<file path="src/rtl/cluster_ctrl.sv">
// Sequencer for a tree-structured PE array: streams points down the tree, updates, sorts and
// repeats until the array reports stability. Define CLUSTER_CTRL_ITER_LIMIT_EN to cap iterations.
module cluster_ctrl #(
    parameter int unsigned MAX_N      = 1000,
    parameter int unsigned MAX_DEPTH  = 16,
    parameter int unsigned DIM        = 3,
    parameter int unsigned DATA_RANGE = 255,
    parameter int unsigned MAX_ITER   = 64,
    localparam int unsigned CNT_W     = $clog2(MAX_N + 1),
    localparam int unsigned DEP_W     = $clog2(MAX_DEPTH + 1),
    localparam int unsigned PT_W      = DIM * $clog2(DATA_RANGE),
    localparam int unsigned IT_W      = $clog2(MAX_ITER + 1)
) (
    input  logic             clk_i,
    input  logic             rst_ni,
    // Run control
    input  logic             start_i,
    input  logic [CNT_W-1:0] n_points_i,
    input  logic [DEP_W-1:0] tree_depth_i,
    output logic             busy_o,
    output logic             done_o,
    output logic             timeout_o,
    output logic [IT_W-1:0]  iter_count_o,
    // Point source
    input  logic             pt_valid_i,
    input  logic [PT_W-1:0]  pt_data_i,
    output logic             pt_ready_o,
    // PE array controls
    output logic             pe_en_o,
    output logic             pe_init_o,
    output logic             pe_start_iter_o,
    output logic             pe_receive_point_o,
    output logic             pe_next_level_o,
    output logic             pe_inc_o,
    output logic             pe_update_o,
    output logic             pe_sorting_o,
    output logic [PT_W-1:0]  pe_point_o,
    // PE array status
    input  logic             stable_i
);

    typedef enum logic [3:0] {
        StIdle,
        StInit,
        StIterStart,
        StFetch,
        StDescend,
        StInc,
        StUpdate,
        StSort,
        StCheck,
        StDone
    } state_e;

    state_e state_q, state_d;

    logic [CNT_W-1:0] n_q, n_d;
    logic [DEP_W-1:0] depth_q, depth_d;
    logic [CNT_W-1:0] pt_cnt_q, pt_cnt_d;
    logic [DEP_W-1:0] lvl_q, lvl_d;
    logic             got_q, got_d;
    logic [PT_W-1:0]  pt_q, pt_d;
    logic [IT_W-1:0]  iter_q, iter_d;

`ifdef CLUSTER_CTRL_ITER_LIMIT_EN
    logic             timeout_q, timeout_d;
`endif

    logic [DEP_W-1:0] depth_clamp;
    logic [CNT_W-1:0] pt_cnt_inc;
    logic [IT_W-1:0]  iter_inc;
    logic             descend_last;

    assign depth_clamp = (tree_depth_i > DEP_W'(MAX_DEPTH)) ? DEP_W'(MAX_DEPTH) : tree_depth_i;
    assign pt_cnt_inc  = pt_cnt_q + CNT_W'(1);
    assign iter_inc    = (iter_q == '1) ? iter_q : iter_q + IT_W'(1);
    // A zero-depth tree still spends one (idle) cycle in DESCEND.
    assign descend_last = (depth_q == '0) || (lvl_q == depth_q - DEP_W'(1));

    // State register
    always_ff @(posedge clk_i) begin
        if (!rst_ni) begin
            state_q <= StIdle;
        end else begin
            state_q <= state_d;
        end
    end

    // Datapath registers
    always_ff @(posedge clk_i) begin
        if (!rst_ni) begin
            n_q       <= '0;
            depth_q   <= '0;
            pt_cnt_q  <= '0;
            lvl_q     <= '0;
            got_q     <= 1'b0;
            pt_q      <= '0;
            iter_q    <= '0;
`ifdef CLUSTER_CTRL_ITER_LIMIT_EN
            timeout_q <= 1'b0;
`endif
        end else begin
            n_q       <= n_d;
            depth_q   <= depth_d;
            pt_cnt_q  <= pt_cnt_d;
            lvl_q     <= lvl_d;
            got_q     <= got_d;
            pt_q      <= pt_d;
            iter_q    <= iter_d;
`ifdef CLUSTER_CTRL_ITER_LIMIT_EN
            timeout_q <= timeout_d;
`endif
        end
    end

    // Next-state logic
    always_comb begin
        state_d  = state_q;
        n_d      = n_q;
        depth_d  = depth_q;
        pt_cnt_d = pt_cnt_q;
        lvl_d    = lvl_q;
        got_d    = got_q;
        pt_d     = pt_q;
        iter_d   = iter_q;
`ifdef CLUSTER_CTRL_ITER_LIMIT_EN
        timeout_d = timeout_q;
`endif

        unique case (state_q)
            StIdle: begin
                if (start_i) begin
`ifdef CLUSTER_CTRL_ITER_LIMIT_EN
                    timeout_d = 1'b0;
`endif
                    if (n_points_i != '0) begin
                        n_d     = n_points_i;
                        depth_d = depth_clamp;
                        iter_d  = '0;
                        state_d = StInit;
                    end else begin
                        state_d = StDone;
                    end
                end
            end
            StInit: begin
                state_d = StIterStart;
            end
            StIterStart: begin
                pt_cnt_d = '0;
                state_d  = StFetch;
            end
            StFetch: begin
                // got_q marks the receive cycle that follows an accepted point.
                if (got_q) begin
                    got_d   = 1'b0;
                    lvl_d   = '0;
                    state_d = StDescend;
                end else if (pt_valid_i) begin
                    pt_d  = pt_data_i;
                    got_d = 1'b1;
                end
            end
            StDescend: begin
                if (descend_last) begin
                    lvl_d   = '0;
                    state_d = StInc;
                end else begin
                    lvl_d = lvl_q + DEP_W'(1);
                end
            end
            StInc: begin
                pt_cnt_d = pt_cnt_inc;
                state_d  = (pt_cnt_inc == n_q) ? StUpdate : StFetch;
            end
            StUpdate: begin
                lvl_d   = '0;
                state_d = StSort;
            end
            StSort: begin
                // Sorting runs depth+1 cycles: lvl_q counts 0..depth.
                if (lvl_q == depth_q) begin
                    lvl_d   = '0;
                    state_d = StCheck;
                end else begin
                    lvl_d = lvl_q + DEP_W'(1);
                end
            end
            StCheck: begin
                if (stable_i) begin
                    state_d = StDone;
                end else begin
                    iter_d = iter_inc;
`ifdef CLUSTER_CTRL_ITER_LIMIT_EN
                    if (iter_inc == IT_W'(MAX_ITER)) begin
                        timeout_d = 1'b1;
                        state_d   = StDone;
                    end else begin
                        state_d = StIterStart;
                    end
`else
                    state_d = StIterStart;
`endif
                end
            end
            StDone: begin
                state_d = StIdle;
            end
            default: begin
                state_d = StIdle;
            end
        endcase
    end

    // Output decode
    always_comb begin
        busy_o             = (state_q != StIdle);
        pe_en_o            = (state_q != StIdle);
        done_o             = 1'b0;
        pt_ready_o         = 1'b0;
        pe_init_o          = 1'b0;
        pe_start_iter_o    = 1'b0;
        pe_receive_point_o = 1'b0;
        pe_next_level_o    = 1'b0;
        pe_inc_o           = 1'b0;
        pe_update_o        = 1'b0;
        pe_sorting_o       = 1'b0;

        unique case (state_q)
            StInit:      pe_init_o       = 1'b1;
            StIterStart: pe_start_iter_o = 1'b1;
            StFetch: begin
                pt_ready_o         = !got_q;
                pe_receive_point_o = got_q;
            end
            StDescend:   pe_next_level_o = (depth_q != '0);
            StInc:       pe_inc_o        = 1'b1;
            StUpdate:    pe_update_o     = 1'b1;
            StSort:      pe_sorting_o    = 1'b1;
            StDone:      done_o          = 1'b1;
            default: ;
        endcase
    end

    assign pe_point_o   = pt_q;
    assign iter_count_o = iter_q;

`ifdef CLUSTER_CTRL_ITER_LIMIT_EN
    assign timeout_o = timeout_q;
`else
    assign timeout_o = 1'b0;
`endif

endmodule
</file>
<file path="config.mk">
export PLATFORM = sky130hd
export DESIGN_NAME = cluster_ctrl
export DESIGN_NICKNAME = d
export VERILOG_FILES = /design/src/rtl/cluster_ctrl.sv
export SDC_FILE = /design/constraint.sdc
export NUM_CORES = 1
export LEC_CHECK = 0
export BUFFER_PORTS_ARGS = -buffer_cell sky130_fd_sc_hd__buf_2
export CORE_MARGIN = 2
export CORE_UTILIZATION = 50
export CTS_CLUSTER_DIAMETER = 80
export DETAILED_ROUTE_END_ITERATION = 10
export PLACE_DENSITY = 0.76
export REMOVE_ABC_BUFFERS = 1
export SETUP_SLACK_MARGIN = 0.05
export SLEW_MARGIN = 25
export SYNTH_ARGS = -nofsm -noshare
export SYNTH_HDL_FRONTEND = slang
export SYNTH_SLANG_ARGS = --single-unit
</file>
<file path="constraint.sdc">
create_clock -name clk_i -period 2.36 [get_ports clk_i]
set_clock_uncertainty 0.05 [all_clocks]
set_input_delay 0.236 -clock clk_i [delete_from_list [all_inputs] [get_ports clk_i]]
set_output_delay 0.236 -clock clk_i [all_outputs]
set_load 0.02 [all_outputs]
</file>
**Yosys cells after proc, flatten, opt, wreduce, memory -nomap -nowiden**

Cells that the tools add are included.

- Register bits: 66
- Input port bits: 44
- Output and inout bits: 43
- Logic and storage cells: 79

- $add $sub $neg: 4
- Order comparisons: 1
- Eq/ne operators: 20
- Mux-type cells: 30
- Bitwise gates (word level): 1
- Reductions and logical operators: 15

Operator list:

| cell | number |
|---|---|
| $pmux W4 S9 | 1 |
| $mux W7 | 4 |
| $mux W4 | 6 |
| $mux W5 | 4 |
| $pmux W10 S2 | 1 |
| $pmux W5 S4 | 1 |
| $eq A4 B3 Y1 const B | 4 |
| $ne A2 B2 Y1 const B | 7 |
| $pmux W7 S2 | 1 |
| $mux W1 | 11 |
| $add A10 B1 Y10 const B | 1 |
| $eq A10 B10 Y1 | 1 |
| $eq A5 B5 Y1 | 2 |
| $reduce_bool A10 Y1 | 1 |
| $eq A4 B2 Y1 const B | 2 |
| $eq A4 B4 Y1 const B | 2 |
| $reduce_bool A4 Y1 | 2 |
| $add A7 B1 Y7 const B | 1 |
| $eq A7 B7 Y1 const B | 1 |
| $reduce_and A3 Y1 | 2 |
| $add A5 B1 Y5 const B | 1 |
| $gt A5 B5 Y1 const B | 1 |
| $logic_not A5 Y1 | 1 |
| $reduce_and A5 Y1 | 1 |
| 11 further kinds | 12 |

**Depth between registers and ports, before layout**

- Depth after elaboration: 5
- Depth in mapped cells: 9
- Mapped depth without buffers: 8

**Worst setup path before layout**

No wires, ideal clock.

- Path kind: reg2reg
- Start point: register state_q[0]
- End point: register state_q[0]
- Library setup time: 128 ps
- Arrival: 2170 ps
- Required time: 2182 ps
- Slack: 12 ps
- Cell stages (with the launch flop): 8
- Path buffers: 2
- Clock period less this slack: 2348 ps
- Cell sequence: dfxtp_1 clkbuf_1 or2b_2 nor4_1 o31a_1 buf_6 o31ai_1 o21bai_1

- Cells in the longest elaborated chain, start to end: 3
- Elaborated cells between the ends (all ways): 15
- Those cells by class: eq/ne: 12; mux: 1; reduce/logical: 2

RTL lines:

| what | line | RTL |
|---|---|---|
| start, declared | 55 | `state_e state_q, state_d;` |
| start signal, assigned | 83 | `state_q <= StIdle;` |
| start signal, assigned | 85 | `state_q <= state_d;` |
| $eq A4 B3 Y1 (tied with other cells) | 130 | `unique case (state_q)` |
| $ne A2 B2 Y1 (no line) | n/a |  |
| $reduce_and A4 Y1 (no line) | n/a |  |

Several ways; a longest one is shown, not always the timed one.
A chain may end at the register's enable or synchronous reset.

**Final worst setup path**

- Start point: register pt_cnt_q[0]
- End point: register state_q[0]

- Cells in the longest elaborated chain, start to end: 4

RTL lines:

| what | line | RTL |
|---|---|---|
| start, declared | 59 | `logic [CNT_W-1:0] pt_cnt_q, pt_cnt_d;` |
| start signal, assigned | 105 | `pt_cnt_q <= pt_cnt_d;` |
| $add A10 B1 Y10 | 75 | `assign pt_cnt_inc = pt_cnt_q + CNT_W'(1);` |
| $eq A10 B10 Y1 | 174 | `state_d = (pt_cnt_inc == n_q) ? StUpdate : StFetch;` |
| $mux W3 | 174 |  |
| $pmux W4 S9 | 130 |  |

Every way passes these cells.

==> results.json <==
{
  "postCtsSetupBuffers": 0,
  "area_delta_synth_final_pct": 21.3,
  "gp_congestion": 0.857,
  "synth_compound_area_share_pct": 16.8,
  "first_pass_iters": 4,
  "worstSetupStartpoint": "pt_cnt_q[0]$_SDFFE_PN0P_",
  "synth_cells": 415,
  "final_area_um2": 4260,
  "endpoint_kind": "register",
  "worstHoldStart": "pt_data_i[7]",
  "clk_pin_slew_worst_paths_ns": 0.09,
  "worstMarginPinSlew_ns": 0.517,
  "avgSynthCellArea_um2": 8.45,
  "hold_class": "input port to register",
  "finalSetupViolations": 0,
  "fillers": 600,
  "numCtsBuffers": 9,
  "fin_crit_ns": 2.20,
  "grt_pass1_wl_um": 13300,
  "ioPinCount": 87,
  "status": "complete, no violations",
  "setup_tns_ns": 0,
  "core_um2": 6790,
  "dp_hpwl_um": 5970,
  "drt_iter0_markers": 106,
  "cts_buffer_depth": 2,
  "synth_edf_count": 0,
  "ant_nets": 0,
  "drive_gt1_share_pct": 26.0,
  "antenna_found_initial": 0,
  "antenna_cells": 0,
  "drc": 0,
  "vias": 3172,
  "synthDistinctLibCells": 63,
  "wl_per_cell_um": 13.2,
  "io_buffers": 85,
  "cp.required_ns": 2.54,
  "worstSetupPathType": "register to register",
  "yosys_warnings": 0,
  "worst_hold_slack_ns": 0.0721,
  "cellLeakagePower_nw": 1.81,
  "die_y_um": 87.8,
  "max-slew-margin-rel_pct": 65.3,
  "grt_overflow": 0,
  "yosys.area_share.simple_pct": 28.5,
  "yosys.area_share.xor_xnor_pct": 6.21,
  "grt_max_degree": 29,
  "cts_root_buffer": "clkbuf_8",
  "routed_wl_um": 7920,
  "core.rowCount": 30,
  "synth.top_cells.by_area": "dfxtp_1 (38%), nand2_1 (6.8%), a21boi_0 (6.2%)",
  "htreeDepth": 3,
  "placed_area_um2": 4010,
  "insertion_delay_ns": 0.35,
  "post-place-ws_ns": 0.236,
  "setup_ws_ns": 0.164,
  "ys_seq_area_share_pct": 37.7,
  "track_usage_pct": 21.7,
  "r2r_start": "pt_cnt_q[0]$_SDFFE_PN0P_",
  "cp_data_arrival_time_ns": 2.38,
  "clock-sinks": 66,
  "layout.nets": 547,
  "dieArea_um2": 7700,
  "peakVddDrop_mv": 0.408,
  "yosysTopAreaCellShare_pct": 37.7,
  "drv_slew": 0,
  "vias_per_cell": 5.29,
  "grt_pass1_vias": 3049,
  "drv_cap": 0,
  "yosys.area_share.adder_pct": 1.43,
  "start_util_pct": 51.6,
  "synthArstFlopShare_pct": 0,
  "synth_mux_area_share_pct": 3.71,
  "syn_area_um2": 3510,
  "synth_top_family_by_area": "simple AND/OR/NAND/NOR gates",
  "crit_fanout": 6,
  "yosysTopAreaCell": "dfxtp_1",
  "fin_util_pct": 62.7,
  "max_freq_mhz": 455,
  "p_per_area_nw_per_um2": 717,
  "hold_viol": 0,
  "die_w_um": 87.8,
  "post-route-period-util_pct": 93.1,
  "start_kind": "register",
  "ys_seq_elements": 66,
  "cts_tree": "built",
  "ys.flop_type": "dfxtp_1",
  "rsz0062_at_grt": "false"
}
## layout make-up
type                       count  area, µm²  area share (%)
inverter                       6       22.5           0.529
sequential                    66       1320            31.0
multi-input combinational    316       1990            46.8
timing repair buffer         100        551            12.9
tap                           96        120            2.82
clock inverter                 7        125            2.94
clock buffer                   9        124            2.91
## Yosys cell counts, types with 2 or more instances
library cell and number:
o22ai_1 2, buf_6 4, or4_1 2, nand4_1 7
ha_1 4, nand2b_1 6, nor3_1 12, and3_1 5
dfxtp_1 66, o21ai_0 19, a21boi_0 29, or3_1 3
or2_2 2, nand3_1 8, a22oi_1 3, xnor2_1 11
buf_2 5, nor2b_1 28, nor4_1 3, nand3b_1 2
mux2i_1 13, nor3b_1 5, nor4b_1 2, xor2_1 12
nor2_1 25, nand2_1 64, o31ai_1 3, inv_1 5
buf_4 3, a21oi_1 15, and2_1 3, clkbuf_1 13
## through the flow
stage	cells	total power, mW
after floorplan	388	1.66
after global placement	584	1.87
after detailed placement	584	1.89
after CTS	600	3.08
after global routing	600	3.20
final	600	3.05
## power breakdown
group / switching [mW] / leakage, nW / internal [mW] / total (mW)
clock network: 0.477 / 0.124 / 0.713 / 1.19
registers: 0.0683 / 0.534 / 1.17 / 1.24
logic: 0.347 / 1.15 / 0.276 / 0.622
total: 0.892 / 1.81 / 2.16 / 3.05
## worst paths after layout
kind	endpoint	slack, ns	cells after the start
worst max register to register	state_q[0]$_SDFFE_PN0P_	0.16	8
worst min-delay path	pe_point_o[7]$_SDFFE_PN0P_	0.07	3
worst min register to register	pe_point_o[23]$_SDFFE_PN0P_	0.41	2
worst max-delay path	state_q[0]$_SDFFE_PN0P_	0.16	8
## logic make-up (layout without fill, tap and decap cells)
kind of cell,count (synthesis),count (layout)
and+or+nand+nor,188,188
muxes,13,13
other,1,1
buffers and inverters,33,122
xor gates and xnor gates,24,24
adders and majority gates,4,4
AOI/OAI and AO/OA,86,86
DFF,66,66
## sequential cells by signal (all words and copies together) (netlist names)
register / cells
got_q: 1
pt_cnt_q: 10
pe_point_o: 24
depth_q: 5
n_q: 10
lvl_q: 5
state_q: 4
iter_count_o: 7
## cell usage in the layout, fill, tap and decap left out, drive strengths merged, types with 7 or more instances in the layout
master  count
a21oi      15
clkbuf      9
nand4       7
nor2       25
inv         7
nand3       8
dfxtp      66
buf       100
a21boi     29
nor3       14
mux2i      13
nor2b      28
xnor2      11
nand2      64
o21ai      19
xor2       13
## worst max-delay path, stage by stage, from the launching register on
cell	delay, ns
dfxtp_1	0.46
ha_1	0.23
and3_1	0.21
and3_1	0.22
xnor2_1	0.13
o2111ai_1	0.13
nor4_1	0.40
buf_4	0.20
o21bai_1	0.07
## timing repair
item                       4_1_cts  5_1_grt
hold buffers                     0        0
setup endpoints to repair        0        1
gates resized for setup          0        1
## metal layers
metal	share of wire [%]	up-vias	global-route usage, %
met4	2.3	0	9.79
met5	0	-	0
li1	-	1600	-
met3	7.5	19	6.69
met1	42	1452	25.4
met2	48	101	36.3
No activity file was read; power rests on OpenSTA's default activity.
